### config.mk
export PLATFORM = sky130hd
export DESIGN_NAME = clk_period_meter
export DESIGN_NICKNAME = d
export VERILOG_FILES = /design/src/rtl/clk_meas_pkg.sv /design/src/rtl/sync_edge_det.sv /design/src/rtl/clk_period_meter.sv
export SDC_FILE = /design/constraint.sdc
export NUM_CORES = 1
export LEC_CHECK = 0
export BUFFER_PORTS_ARGS = -buffer_cell sky130_fd_sc_hd__buf_2
export CAP_MARGIN = 20
export CORE_MARGIN = 1
export CORE_UTILIZATION = 45
export CTS_CLUSTER_DIAMETER = 150
export DETAILED_ROUTE_END_ITERATION = 8
export GPL_TIMING_DRIVEN = 0
export PLACE_DENSITY = 0.65
export SLEW_MARGIN = 20
export SYNTH_ARGS = -nofsm -noshare
export SYNTH_HDL_FRONTEND = slang
export SYNTH_HIERARCHICAL = 1
export SYNTH_SLANG_ARGS = --single-unit
### constraint.sdc
create_clock -name clk -period 2.4 [get_ports clk]
set_input_delay 0.36 -clock clk [delete_from_list [all_inputs] [get_ports clk]]
set_output_delay 0.36 -clock clk [all_outputs]
set_load 0.01 [all_outputs]
### src/rtl/clk_meas_pkg.sv
// Shared types and defaults for the clk_in period/high-time meter.
package clk_meas_pkg;

  typedef enum logic [1:0] {
    IDLE    = 2'd0,
    ARM     = 2'd1,
    MEASURE = 2'd2,
    DONE    = 2'd3
  } meas_state_t;

  localparam int DEF_CNT_W       = 16;
  localparam int DEF_SYNC_STAGES = 2;

endpackage

### src/rtl/sync_edge_det.sv
// Brings the asynchronous clk_in into the clk domain and emits one-cycle
// rise/fall strobes from the synchronized level.
module sync_edge_det
  import clk_meas_pkg::*;
#(
  parameter int SYNC_STAGES = DEF_SYNC_STAGES
) (
  input  logic clk,
  input  logic reset,
  input  logic clk_in,
  output logic rise,
  output logic fall
);

  logic [SYNC_STAGES-1:0] sync_reg;
  logic                   prev_reg;

  always_ff @(posedge clk or negedge reset) begin
    if (!reset) begin
      sync_reg <= '0;
      prev_reg <= 1'b0;
    end else begin
      sync_reg <= {sync_reg[SYNC_STAGES-2:0], clk_in};
      prev_reg <= sync_reg[SYNC_STAGES-1];
    end
  end

  assign rise = sync_reg[SYNC_STAGES-1] & ~prev_reg;
  assign fall = ~sync_reg[SYNC_STAGES-1] & prev_reg;

endmodule

### src/rtl/clk_period_meter.sv
// Measures period and high time of clk_in in clk cycles, one measurement per
// start request, with a saturating counter that aborts via a timeout pulse.
module clk_period_meter
  import clk_meas_pkg::*;
#(
  parameter int CNT_W       = DEF_CNT_W,
  parameter int SYNC_STAGES = DEF_SYNC_STAGES
) (
  input  logic             clk,
  input  logic             reset,
  input  logic             clk_in,
  input  logic             start,
  input  logic             ack,
  output logic [CNT_W-1:0] period,
  output logic [CNT_W-1:0] high_time,
  output logic             valid,
  output logic             busy,
  output logic             timeout
);

  localparam logic [CNT_W-1:0] CNT_MAX = '1;
  localparam logic [CNT_W-1:0] CNT_ONE = {{(CNT_W-1){1'b0}}, 1'b1};

  logic rise;
  logic fall;

  meas_state_t      state_reg;
  logic [CNT_W-1:0] cnt_reg;
  logic [CNT_W-1:0] period_reg;
  logic [CNT_W-1:0] high_time_reg;
  logic             valid_reg;
  logic             busy_reg;
  logic             timeout_reg;
  logic             fall_seen_reg;

  sync_edge_det #(
    .SYNC_STAGES(SYNC_STAGES)
  ) u_sync_edge_det (
    .clk    (clk),
    .reset  (reset),
    .clk_in (clk_in),
    .rise   (rise),
    .fall   (fall)
  );

  always_ff @(posedge clk or negedge reset) begin
    if (!reset) begin
      state_reg     <= IDLE;
      cnt_reg       <= '0;
      period_reg    <= '0;
      high_time_reg <= '0;
      valid_reg     <= 1'b0;
      busy_reg      <= 1'b0;
      timeout_reg   <= 1'b0;
      fall_seen_reg <= 1'b0;
    end else begin
      timeout_reg <= 1'b0;
      case (state_reg)
        IDLE: begin
          if (start) begin
            state_reg     <= ARM;
            cnt_reg       <= '0;
            high_time_reg <= '0;
            fall_seen_reg <= 1'b0;
            busy_reg      <= 1'b1;
          end
        end
        ARM: begin
          // Counting from start lets a clk_in that never toggles still time out.
          if (rise) begin
            cnt_reg   <= CNT_ONE;
            state_reg <= MEASURE;
          end else if (cnt_reg == CNT_MAX) begin
            timeout_reg <= 1'b1;
            busy_reg    <= 1'b0;
            state_reg   <= IDLE;
          end else begin
            cnt_reg <= cnt_reg + CNT_ONE;
          end
        end
        MEASURE: begin
          if (rise) begin
            period_reg <= cnt_reg;
            valid_reg  <= 1'b1;
            busy_reg   <= 1'b0;
            state_reg  <= DONE;
          end else if (cnt_reg == CNT_MAX) begin
            timeout_reg <= 1'b1;
            busy_reg    <= 1'b0;
            state_reg   <= IDLE;
          end else begin
            cnt_reg <= cnt_reg + CNT_ONE;
            if (fall && !fall_seen_reg) begin
              high_time_reg <= cnt_reg;
              fall_seen_reg <= 1'b1;
            end
          end
        end
        DONE: begin
          if (ack) begin
            valid_reg <= 1'b0;
            if (start) begin
              state_reg     <= ARM;
              cnt_reg       <= '0;
              high_time_reg <= '0;
              fall_seen_reg <= 1'b0;
              busy_reg      <= 1'b1;
            end else begin
              state_reg <= IDLE;
            end
          end
        end
        default: state_reg <= IDLE;
      endcase
    end
  end

  assign period    = period_reg;
  assign high_time = high_time_reg;
  assign valid     = valid_reg;
  assign busy      = busy_reg;
  assign timeout   = timeout_reg;

endmodule

==> flow_summary.ini <==
[outcome]
outcome = finished, final reports clean

[synth]
synthTopCellsByArea = dfrtp_1 52%, a32o_1 6.3%, mux2_2 5.8%
ys_warn_count = 6
yosysSeqAreaShare = 0.525
synth-adder-area-share = 0.0276
yosys_register_bits = 57
ys.flop_type = dfrtp_1
synth_edf_count = 0
synthSimpleGateAreaFrac = 0.145
ys_top_cells_by_count = 57 x dfrtp_1, 17 x a32o_1, 14 x mux2_2
synth-xor-area-share = 0
synthMuxAreaShare = 0.0727
netlist_area_sq_um = 2720
syn_avg_cell_area_sq_um = 11.2
yosysTopAreaCell = dfrtp_1
syn-instance-count = 242
syn_nets = 253
synth_compound_area_frac = 0.186
yosysTopAreaCellShare = 0.525
async_flop_share = 1.00
yosysMostFrequentCell = dfrtp_1
synth_top_family_by_area = compound AO/OA/AOI/OAI gates
synth_cell_types = 42

[floorplanning]
ios = 40
die_area_sq_um = 6350
row_count = 27
start_util = 0.479
dieWidth_um = 79.7
core_sq_um = 5680
die_h_um = 79.7

[final_layout]
layout-drive-gt1-share = 0.306
final_core_util = 0.580
instances_no_fill = 369
fin_nets = 303
syn_to_final_growth_pct = 21.0
num_antenna_cells = 0

[power_and_ir_drop]
leakagePower_nw = 1.57
p_total_mw = 3.03
power_frac_seq = 0.366
power.density_nw_per_um2 = 921
switchingPower_mw = 1.06
p_comb_frac = 0.317
p_sw_frac = 0.350
vdd_drop_max_mv = 0.471
p_int_mw = 1.97
clkPwrFrac = 0.316

[drt]
drt_pass1_iterations = 4
via_count = 2208
drc = 0
antenna_left = 0
drt-initial-drc-count = 105
vias_per_cell = 5.98
routed_wl_um = 6260
routedWlPerCell_um = 17.0

[worst_setup_path]
critical_path_class = register to register
critPathSlowestCell = o311ai_2
crit_top_cell = clkbuf_1
r2r_cells = 6
startpoint_type = register
rrSetupSlack_ns = 0.11
crit_fanout = 10
cp.arrival_ns = 2.54
worstPathRequired_ns = 2.65
rr_startpoint = state_reg[0]$_DFFE_PN0P_
worstSetupEndpoint = cnt_reg[1]$_DFFE_PN0P_
r2r-end = cnt_reg[1]$_DFFE_PN0P_
end_kind = register
max_stage_delay_ns = 0.64
startpoint = state_reg[0]$_DFFE_PN0P_
crit_chain = ha_1 > clkbuf_1 > o311ai_2 > clkbuf_1 > o21ai_0 > a21oi_1

[sta]
worst_slew_margin_rel = 0.479
setup_viol = 0
max_freq_mhz = 436
skew_ns = 0.00871
fin_crit_ns = 2.29
hold-worst-slack_ns = 0.0775
drv_slew = 0
finalCritPeriodShare = 0.955
worst_pin_slew_ns = 0.774
hold_violations = 0
rsz0062_at_grt = yes

[clocking]
htreeDepth = 3
clockRootBuffer = clkbuf_8
tritoncts = yes
path_clk_slew_ns = 0.07
clock-sinks = 57
ctsHoldBuffers = 0
cts_buffers = 9
clockBufferDepth = 2
clk_latency_ns = 0.34

[global_route]
grt.overflow.total = 0
grt_pass1_vias = 2064
antenna_found_initial = 0
grt_pass1_wl_um = 10200
grt_start_max_net_pins = 58
grt_usage = 0.215

[placed_design]
dp.cells = 353
routabilityCongestion = 0.853
hpwl_um = 4140
io_buffers = 39

[min_path]
hold_path.class = primary input to async pin

[job]
maxCapViolations = 0
## per-layer routing
layer	part of all wire	track usage
met1	0.49	0.303
met3	0.053	0.0594
met4	0.013	0.0855
met5	0	0
met2	0.45	0.309
## power groups by stage
stage	Clock [mW]	Sequential, mW	Combinational, mW
final	0.958	1.11	0.961
after global routing	1.01	1.12	1.06
after CTS	0.974	1.11	0.913
after detailed placement	0	1.13	0.894
after global placement	0	1.12	0.874
after floorplan	0	1.13	0.622
## cell families after synthesis
| kind of cell | after synthesis |
|---|---|
| muxes | 18 |
| AOI/OAI and AO/OA | 68 |
| DFF | 57 |
| adders and majority gates | 6 |
| buffers and inverters | 25 |
| and+or+nand+nor | 68 |
## how the worst min path moves through the flow
stage / cells after the start / from / endpoint
6_report: 1 / reset / period[6]$_DFFE_PN0P_
4_1_cts: 1 / reset / period[6]$_DFFE_PN0P_
3_3_place_gp: 0 / u_sync_edge_det/sync_reg[0]$_DFF_PN0_ / u_sync_edge_det/sync_reg[1]$_DFF_PN0_
5_1_grt: 1 / clk_in / u_sync_edge_det/sync_reg[0]$_DFF_PN0_
3_5_place_dp: 0 / u_sync_edge_det/sync_reg[0]$_DFF_PN0_ / u_sync_edge_det/sync_reg[1]$_DFF_PN0_
2_1_floorplan: 0 / reset / busy$_DFFE_PN0P_
## area by class of cell
type | count | area, sq um
Fill cell | 492 | 2390
Sequential cell | 57 | 1430
Multi-Input combinational cell | 160 | 1230
Timing Repair Buffer | 41 | 213
Clock buffer | 10 | 128
Buffer | 15 | 91.3
Tap cell | 72 | 90.1
Clock inverter | 6 | 82.6
Inverter | 8 | 30.0
## cell usage in the layout, fill, tap and decap left out, drive strengths merged, types with 2 or more instances in the layout
cell type and count:
nand3 8, nor4 7, a2bb2oi 2, nor2b 3
and4 4, clkbuf 17, a211oi 3, dfrtp 57
buf 49, mux2i 4, inv 8, a21oi 11
nor3 2, bufinv 2, clkinv 3, a31oi 3
and3 4, nand2b 5, mux2 14, nor2 7
o21bai 2, nand2 13, a41oi 2, a32o 17
or4 7, o211ai 2, nand4 4, ha 6
o21ai 11, o31ai 7
## critical path: cells and delay by family, from the launching register on
family | cells | cell delay [ns]
AOI/OAI and AO/OA | 3 | 0.96
DFF | 1 | 0.44
buffers and inverters | 2 | 0.59
adders and majority gates | 1 | 0.22
## repair_timing
action | CTS | global route
pin swaps | 0 | 3
buffers inserted | 0 | 2
endpoints found under the setup margin | 30 | 24
gates resized for setup | 5 | 11
## through the flow
stage / TNS (ns) / area (sq um) / setup slack (ns)
after floorplan: 0 / 2720 / 0.283
after global placement: -3.87 / 3000 / -0.286
after detailed placement: -3.98 / 3010 / -0.265
after CTS: -0.0373 / 3240 / -0.0373
after global routing: -0.00195 / 3290 / -0.00195
final: 0 / 3290 / 0.109
(Power assumes the default switching activity.)
